[src/rtl/win_pkg.sv]
// Shared types and constants for the win pattern detector.
package win_pkg;

    // Counter widths
    localparam int STAB_W = 8;   // stability counter
    localparam int BUZZ_W = 20;  // buzz duration counter
    localparam int WCNT_W = 8;   // optional win counter

    // Pattern codes reported on win_code
    localparam logic [1:0] CODE_ZEROS = 2'b00;  // all zeros
    localparam logic [1:0] CODE_ONES  = 2'b01;  // all ones
    localparam logic [1:0] CODE_ALT1  = 2'b10;  // ...0101 (LSB = 1)
    localparam logic [1:0] CODE_ALT0  = 2'b11;  // ...1010 (LSB = 0)

    typedef enum logic [1:0] {
        ST_IDLE,
        ST_QUALIFY,
        ST_BUZZ,
        ST_LATCHED
    } win_state_e;

endpackage

[src/rtl/win_pattern_match.sv]
// Combinational classifier: maps the screen vector onto one of four winning
// patterns, or reports no match. The patterns are disjoint for WIDTH >= 2.
module win_pattern_match
    import win_pkg::*;
#(
    parameter int WIDTH = 32
) (
    input  logic [WIDTH-1:0] screen_values,
    output logic             match,
    output logic [1:0]       code
);

    // Alternating reference with bit 0 set (...0101); its inverse is ...1010
    logic [WIDTH-1:0] alt_lsb1;

    for (genvar g = 0; g < WIDTH; g++) begin : g_alt
        assign alt_lsb1[g] = ((g % 2) == 0);
    end

    // Priority order is irrelevant since at most one pattern can hit
    always_comb begin
        match = 1'b1;
        code  = CODE_ZEROS;
        if (screen_values == '0) begin
            code = CODE_ZEROS;
        end else if (screen_values == '1) begin
            code = CODE_ONES;
        end else if (screen_values == alt_lsb1) begin
            code = CODE_ALT1;
        end else if (screen_values == ~alt_lsb1) begin
            code = CODE_ALT0;
        end else begin
            match = 1'b0;
        end
    end

endmodule

[src/rtl/win_pattern_detector.sv]
// Win pattern detector: declares a win once the screen shows the same winning
// pattern for STABLE_CYCLES consecutive enabled edges, buzzes for BUZZ_CYCLES
// cycles, then latches the win until cleared.
// Optional feature: define WIN_COUNTER_EN to add the saturating win_count output.
module win_pattern_detector
    import win_pkg::*;
#(
    parameter int WIDTH         = 32,
    parameter int STABLE_CYCLES = 4,
    parameter int BUZZ_CYCLES   = 1000
) (
    input  logic             clk,
    input  logic             reset,
    input  logic             enable,
    input  logic             clear,
    input  logic [WIDTH-1:0] screen_values,
    output logic             win,
    output logic             buzz,
    output logic [1:0]       win_code
`ifdef WIN_COUNTER_EN
    ,
    output logic [7:0]       win_count
`endif
);

    localparam logic [STAB_W-1:0] STAB_TARGET = STAB_W'(STABLE_CYCLES);
    localparam logic [BUZZ_W-1:0] BUZZ_LAST   = BUZZ_W'(BUZZ_CYCLES - 1);

    win_state_e        state_q, state_d;
    logic [STAB_W-1:0] stab_cnt_q, stab_cnt_d;
    logic [BUZZ_W-1:0] buzz_cnt_q, buzz_cnt_d;
    logic [1:0]        cand_q, cand_d;
    logic [1:0]        code_q, code_d;

    logic              match;
    logic [1:0]        match_code;
    logic [STAB_W-1:0] stab_inc;

    win_pattern_match #(
        .WIDTH(WIDTH)
    ) u_match (
        .screen_values(screen_values),
        .match        (match),
        .code         (match_code)
    );

    assign stab_inc = stab_cnt_q + STAB_W'(1);

    // Next-state logic: qualification, buzz timing, latch and clear handling
    always_comb begin
        state_d    = state_q;
        stab_cnt_d = stab_cnt_q;
        buzz_cnt_d = buzz_cnt_q;
        cand_d     = cand_q;
        code_d     = code_q;
        case (state_q)
            ST_IDLE: begin
                stab_cnt_d = '0;
                buzz_cnt_d = '0;
                if (enable && match) begin
                    stab_cnt_d = STAB_W'(1);
                    cand_d     = match_code;
                    if (STABLE_CYCLES == 1) begin
                        state_d = ST_BUZZ;
                        code_d  = match_code;
                    end else begin
                        state_d = ST_QUALIFY;
                    end
                end
            end
            ST_QUALIFY: begin
                if (!enable || !match) begin
                    state_d    = ST_IDLE;
                    stab_cnt_d = '0;
                    cand_d     = CODE_ZEROS;
                end else if (match_code == cand_q) begin
                    stab_cnt_d = stab_inc;
                    if (stab_inc == STAB_TARGET) begin
                        state_d    = ST_BUZZ;
                        code_d     = cand_q;
                        buzz_cnt_d = '0;
                    end
                end else begin
                    // A different pattern restarts qualification from one
                    stab_cnt_d = STAB_W'(1);
                    cand_d     = match_code;
                end
            end
            ST_BUZZ: begin
                if (clear) begin
                    state_d    = ST_IDLE;
                    stab_cnt_d = '0;
                    buzz_cnt_d = '0;
                    code_d     = CODE_ZEROS;
                end else begin
                    buzz_cnt_d = buzz_cnt_q + BUZZ_W'(1);
                    if (buzz_cnt_q == BUZZ_LAST) begin
                        state_d = ST_LATCHED;
                    end
                end
            end
            ST_LATCHED: begin
                if (clear) begin
                    state_d    = ST_IDLE;
                    stab_cnt_d = '0;
                    buzz_cnt_d = '0;
                    code_d     = CODE_ZEROS;
                end
            end
            default: begin
                state_d = ST_IDLE;
            end
        endcase
    end

    // State and counter registers
    always_ff @(posedge clk) begin
        if (reset) begin
            state_q    <= ST_IDLE;
            stab_cnt_q <= '0;
            buzz_cnt_q <= '0;
            cand_q     <= CODE_ZEROS;
            code_q     <= CODE_ZEROS;
        end else begin
            state_q    <= state_d;
            stab_cnt_q <= stab_cnt_d;
            buzz_cnt_q <= buzz_cnt_d;
            cand_q     <= cand_d;
            code_q     <= code_d;
        end
    end

    // Outputs decode straight from the registered state
    always_comb begin
        win      = (state_q == ST_BUZZ) || (state_q == ST_LATCHED);
        buzz     = (state_q == ST_BUZZ);
        win_code = win ? code_q : CODE_ZEROS;
    end

`ifdef WIN_COUNTER_EN
    logic [WCNT_W-1:0] win_count_q;

    // Count every entry into BUZZ, saturating at the top value
    always_ff @(posedge clk) begin
        if (reset) begin
            win_count_q <= '0;
        end else if ((state_d == ST_BUZZ) && (state_q != ST_BUZZ)
                     && (win_count_q != '1)) begin
            win_count_q <= win_count_q + WCNT_W'(1);
        end
    end

    assign win_count = win_count_q;
`endif

endmodule

[config.mk]
export PLATFORM = sky130hd
export DESIGN_NAME = win_pattern_detector
export DESIGN_NICKNAME = d
export VERILOG_FILES = /design/src/rtl/win_pkg.sv /design/src/rtl/win_pattern_match.sv /design/src/rtl/win_pattern_detector.sv
export SDC_FILE = /design/constraint.sdc
export NUM_CORES = 1
export LEC_CHECK = 0
export BUFFER_PORTS_ARGS = -buffer_cell sky130_fd_sc_hd__buf_4
export CORE_AREA = 2 2 59 88
export CTS_CLUSTER_DIAMETER = 50
export CTS_CLUSTER_SIZE = 14
export DETAILED_ROUTE_END_ITERATION = 12
export DIE_AREA = 0 0 61 90
export PLACE_DENSITY = 0.72
export SLEW_MARGIN = 10
export SYNTH_ARGS = -nofsm -noshare
export SYNTH_HDL_FRONTEND = slang
export SYNTH_SLANG_ARGS = --single-unit
[constraint.sdc]
create_clock -name clk -period 5.3 [get_ports clk]
set_clock_uncertainty 0.2 [all_clocks]
set_input_delay 0.265 -clock clk [delete_from_list [all_inputs] [get_ports clk]]
set_output_delay 0.265 -clock clk [all_outputs]
set_load 0.1 [all_outputs]
==> Word level (Yosys, flattened, before mapping) <==
Index checks and enable logic that the tools add are counted.
W data, S select, Z words.
{ "op_classes": {"n_addsub": 2, "n_eq_ne": 19, "mux": 36, "n_reduce_logical": 14} }
{ "op_table": {"columns": ["operator", "count"], "rows": [
  ["$mux W20", 5],
  ["$pmux W20 S4", 1],
  ["$eq A32 B32 Y1 const B", 2],
  ["$mux W2", 18],
  ["$eq A32 B31 Y1 const B", 1],
  ["$logic_not A32 Y1", 1],
  ["$mux W8", 3],
  ["$pmux W8 S3", 1],
  ["$add A20 B1 Y20 const B", 1],
  ["$eq A20 B10 Y1 const B", 1],
  ["$ne A2 B2 Y1 const B", 5],
  ["$reduce_and A5 Y1", 2],
  ["$ne A3 B3 Y1 const B", 3],
  ["$add A8 B1 Y8 const B", 1],
  ["$eq A8 B3 Y1 const B", 1],
  ["$pmux W2 S2", 2],
  ["$pmux W2 S4", 1],
  ["$mux W1", 5],
  ["$eq A2 B2 Y1 const B", 2],
  ["$reduce_and A4 Y1", 1],
  ["$reduce_bool A2 Y1", 2],
  ["$ne A3 B2 Y1 const B", 1],
  ["$reduce_and A3 Y1", 1],
  ["$eq A2 B1 Y1 const B", 1],
  ["other kinds (7)", 9]
]} }
{ "totals": {"register_bits": 34, "input_bits": 36, "word_cells": 76} }

==> Longest topological paths before layout <==
{ "logic_depth": {"ltp_word": 9, "ltp_mapped": 10, "depth_no_buf": 8} }

==> By module <==
Synthesis repeated with hierarchy kept, for this count alone.
{ "unflattened": {"hier_cells": 273, "area_unflattened_um2": 2194.6} }
{ "by_module_without_submodules": {"columns": ["mod", "n_inst", "cells_each", "area_each_um2", "seq_area_each_um2"], "rows": [
  ["win_pattern_detector", 1, 250, 2029.4, 680.7],
  ["win_pattern_match", 1, 23, 165.2, 0.0]
]} }

==> Worst setup path before layout <==
No wires, ideal clock.
{ "synth_path": {"path_kind": "register to register", "startpoint": "register stab_cnt_q[0]", "endpoint": "register buzz_cnt_q[14]", "setup_time_ns": 0.066, "t_arrival_ns": 2.530, "t_required_ns": 5.034, "path_slack_ns": 2.504, "stages_incl_launch_ff": 9, "period_less_slack_ns": 2.796, "cell_sequence": "dfxtp_1 -> ha_1 -> or4b_1 -> nor4_2 -> and2b_1 -> o311a_4 -> o211ai_4 -> or4_4 -> a21oi_2"} }
{ "synth_between": {"elab_chain_cells": 4} }
{ "synth_rtl": {"columns": ["element", "line", "rtl"], "rows": [
  ["start: declaration", "win_pattern_detector.sv:30", "logic [STAB_W-1:0] stab_cnt_q, stab_cnt_d;"],
  ["start signal: assignment", "win_pattern_detector.sv:126", "stab_cnt_q <= stab_cnt_d;"],
  ["$add A8 B1 Y8", "win_pattern_detector.sv:47", "assign stab_inc = stab_cnt_q + STAB_W'(1);"],
  ["$eq A8 B3 Y1", "win_pattern_detector.sv:78", "if (stab_inc == STAB_TARGET) begin"],
  ["$ne A2 B2 Y1 (no source line)", null, null],
  ["$reduce_and A4 Y1 (no source line)", null, null],
  ["end signal: assignment", "win_pattern_detector.sv:127", "buzz_cnt_q <= buzz_cnt_d;"],
  ["end: declaration", "win_pattern_detector.sv:31", "logic [BUZZ_W-1:0] buzz_cnt_q, buzz_cnt_d;"]
]} }
Every way passes these cells.
A chain may end at the register's enable or synchronous reset.

==> Worst setup path in the final report <==
Ends and elaborated chain as after synthesis.

==> flow_summary.ini <==
[run_status]
status = completed

[logic_synthesis]
synthArstFlopShare_pct = 0
avgSynthCellArea_sq_um = 7.96
synthAdderAreaFrac_pct = 1.21
synth_cell_types = 49
synth_top_family_by_area = simple AND/OR/NAND/NOR gates
muxShareOfSynthArea_pct = 1.46
synth_fp_nets = 297
postSynthCellCount = 259
synth_xor_area_share_pct = 2.12
synth_edf_count = 0
ys_top_cells_by_area = dfxtp_1 (33%), nand2_1 (4.6%), nand4_1 (4.6%)
synth_ff_type = dfxtp_1
synthSimpleGateAreaFrac_pct = 36.2
seq_area_frac_synth_pct = 33.0
yosysTopAreaCellShare_pct = 33.0
yosysWarnings = 0
synthesis.area_sq_um = 2060
synth_top_area_cell = dfxtp_1
ys_ff_latch = 34
synth_compound_area_share_pct = 21.6

[power]
p_clk_share_pct = 39.2
comb_power_share_pct = 6.1
switching_share_pct = 22.5
vdd_drop_max_mv = 0.138
pwr-share-seq_pct = 54.7
p_int_uw = 362
total_power_uw = 467
power_density_nw_per_um2 = 190
p_leak_nw = 0.822
p_switching_uw = 105

[setup_path]
cpPeakStageDelay_ns = 0.55
endpoint_kind = flip-flop
path_cells = ha_1 -> or4b_1 -> nor4_2 -> and2b_1 -> o311a_4 -> o211ai_4 -> or4_4 -> a21oi_2
arrival_ns = 3.18
startpoint_type = flip-flop
crit_slowest_cell = or4_4
cp.required_ns = 5.31
path_class = reg -> reg
crit_fanout = 13

[die]
die_h_microns = 90
fp.dieW_microns = 61
row_count = 31
fp.dieArea_sq_um = 5490
io_pins = 40
start_util_pct = 43.2
fp.coreArea_sq_um = 4770

[finish]
final_cell_area_sq_um = 2460
multi_input_area_sq_um = 1290
fin_nets = 332
regArea_sq_um = 681
antennaDiodeCount = 0
nFillCells = 475
area_delta_synth_final_pct = 19.4
drive_gt1_share_pct = 20.4

[sta]
slew-limit-headroom_pct = 39.4
worstMarginPinSlew_ns = 0.908
fin_crit_ns = 3.17
drv_slew = 0
holdWs_ns = 0.0787
rsz0062_at_grt = false
max_freq_ghz = 0.316
finalSetupViolations = 0
hold_viol = 0
tns_ns = 0
finalCritPeriodShare_pct = 59.8

[global_route]
globalRouteMet2Util_pct = 33.4
grt_max_degree = 20
top_usage_layer = met2
use_met3_pct = 3.17
overflow = 0
use_met1_pct = 20.8
track_usage_pct = 18.4
grt_pass1_vias = 1886
antenna_found_initial = 0
grt_pass1_wl_microns = 8060

[clock_tree]
clkSlewWorstSetupHoldPaths_ns = 0.07
cts_buffers = 5
cts_buffer_depth = 2
htreeDepth = 2
cts_tree = done
clk_latency_ns = 0.29
post_cts_buffers = 0
cts_root_buffer = clkbuf_8
cts_resized = 0
postCtsHoldBufs = 0
cts_sinks = 34

[run]
drv_cap = 0

[route]
via_per_inst = 5.57
drcViolationCount = 0
antenna_left = 0
wl_per_cell_microns = 12.8
wirelength_microns = 4630
num_vias = 2005
drt_pass1_iterations = 4
detail_route.iter0.violations = 53

[place]
place_congestion = 0.773
place_area_sq_um = 2380
dp_hpwl_microns = 3500
io_buffers = 39

[min_path]
hold_path_class = in -> reg
-- per-stage QoR --
stage                     util (%)  setup slack, ns  std cells
after floorplan                  -             2.50        259
after global placement        50.0             2.03        353
after detailed placement      50.0             2.03        353
after CTS                     51.6             2.14        360
after global routing          51.6             1.96        360
final                         51.6             2.13        360
-- power groups by stage --
stage / combinational, mW / sequential, mW / clock, mW
6_report: 0.0286 / 0.255 / 0.183
2_1_floorplan: 0.00533 / 0.261 / 0
5_1_grt: 0.0315 / 0.255 / 0.194
3_3_place_gp: 0.0280 / 0.261 / 0
4_1_cts: 0.0287 / 0.255 / 0.189
3_5_place_dp: 0.0287 / 0.261 / 0
-- critical path: cells and delay by family (launching register included) --
family,cells,cell delay [ns]
AO/OA/AOI/OAI,3,0.53
adder cells (fa/ha/maj),1,0.21
flip-flops,1,0.37
AND/OR/NAND/NOR,4,1.79
-- final cells by class --
class	instances	area share, %
tap	66	3.35
timing repair buffer	39	11.9
sequential	34	27.6
inverter	10	1.52
clock inverter	2	0.407
multi-input combinational	204	52.4
clock buffer	5	2.79
-- layout by cell type (no fill, tap or decap), drive strengths merged, types with 5 or more instances in the layout --
cell type / synthesis / layout
nand3: 17 / 17
or4: 9 / 9
buf: 6 / 39
nand2: 25 / 25
nor2: 15 / 15
clkbuf: 5 / 5
nor4: 14 / 14
a21oi: 18 / 18
or3: 10 / 10
nor2b: 8 / 8
dfxtp: 34 / 34
o21ai: 15 / 15
a31oi: 6 / 6
inv: 10 / 10
nand3b: 6 / 6
nand4: 15 / 15
-- sequential cells by signal, summed over array words and instances, names as in the netlist --
name,flops
buzz_cnt_q,20
cand_q,2
stab_cnt_q,8
state_q,2
code_q,2
-- logic make-up after synthesis --
kind of cell	after synthesis
flip-flops	34
AND/OR/NAND/NOR	133
adder cells (fa/ha/maj)	2
XOR/XNOR	5
buffers and inverters	21
multiplexers	3
AO/OA/AOI/OAI	61
-- Yosys cell counts, types with 2 or more instances --
cell type	count
dfxtp_1	34
nand2_1	25
a21oi_1	17
nand3_1	17
nand4_1	15
nor2_1	15
o21ai_0	14
nor4_1	13
inv_1	10
or3_1	10
nor2b_1	8
or4_1	7
a31oi_1	6
nand3b_1	6
clkbuf_1	5
buf_2	4
mux2i_1	3
nand2b_1	3
nor3_1	3
o31ai_1	3
xnor2_1	3
a21o_1	2
and2_1	2
ha_1	2
o2111ai_1	2
o211ai_1	2
o21a_1	2
o21ba_2	2
or2_2	2
or4_4	2
xor2_1	2
-- routing by layer --
metal  up-vias  routed length [microns]
li1       1047                        -
met1       929                     2020
met2        22                     2450
met3         7                      100
met4         0                       50
met5         -                        0
-- worst paths after layout --
kind | endpoint | slack [ns] | cells after the start | start
worst max-delay path | buzz_cnt_q[14] | 2.13 | 8 | stab_cnt_q[0]
worst min-delay path | buzz_cnt_q[7] | 0.08 | 2 | reset
worst max register to register | buzz_cnt_q[14] | 2.13 | 8 | stab_cnt_q[0]
worst min register to register | buzz_cnt_q[19] | 0.29 | 2 | buzz_cnt_q[19]
No activity file was read; power rests on OpenSTA's default activity.
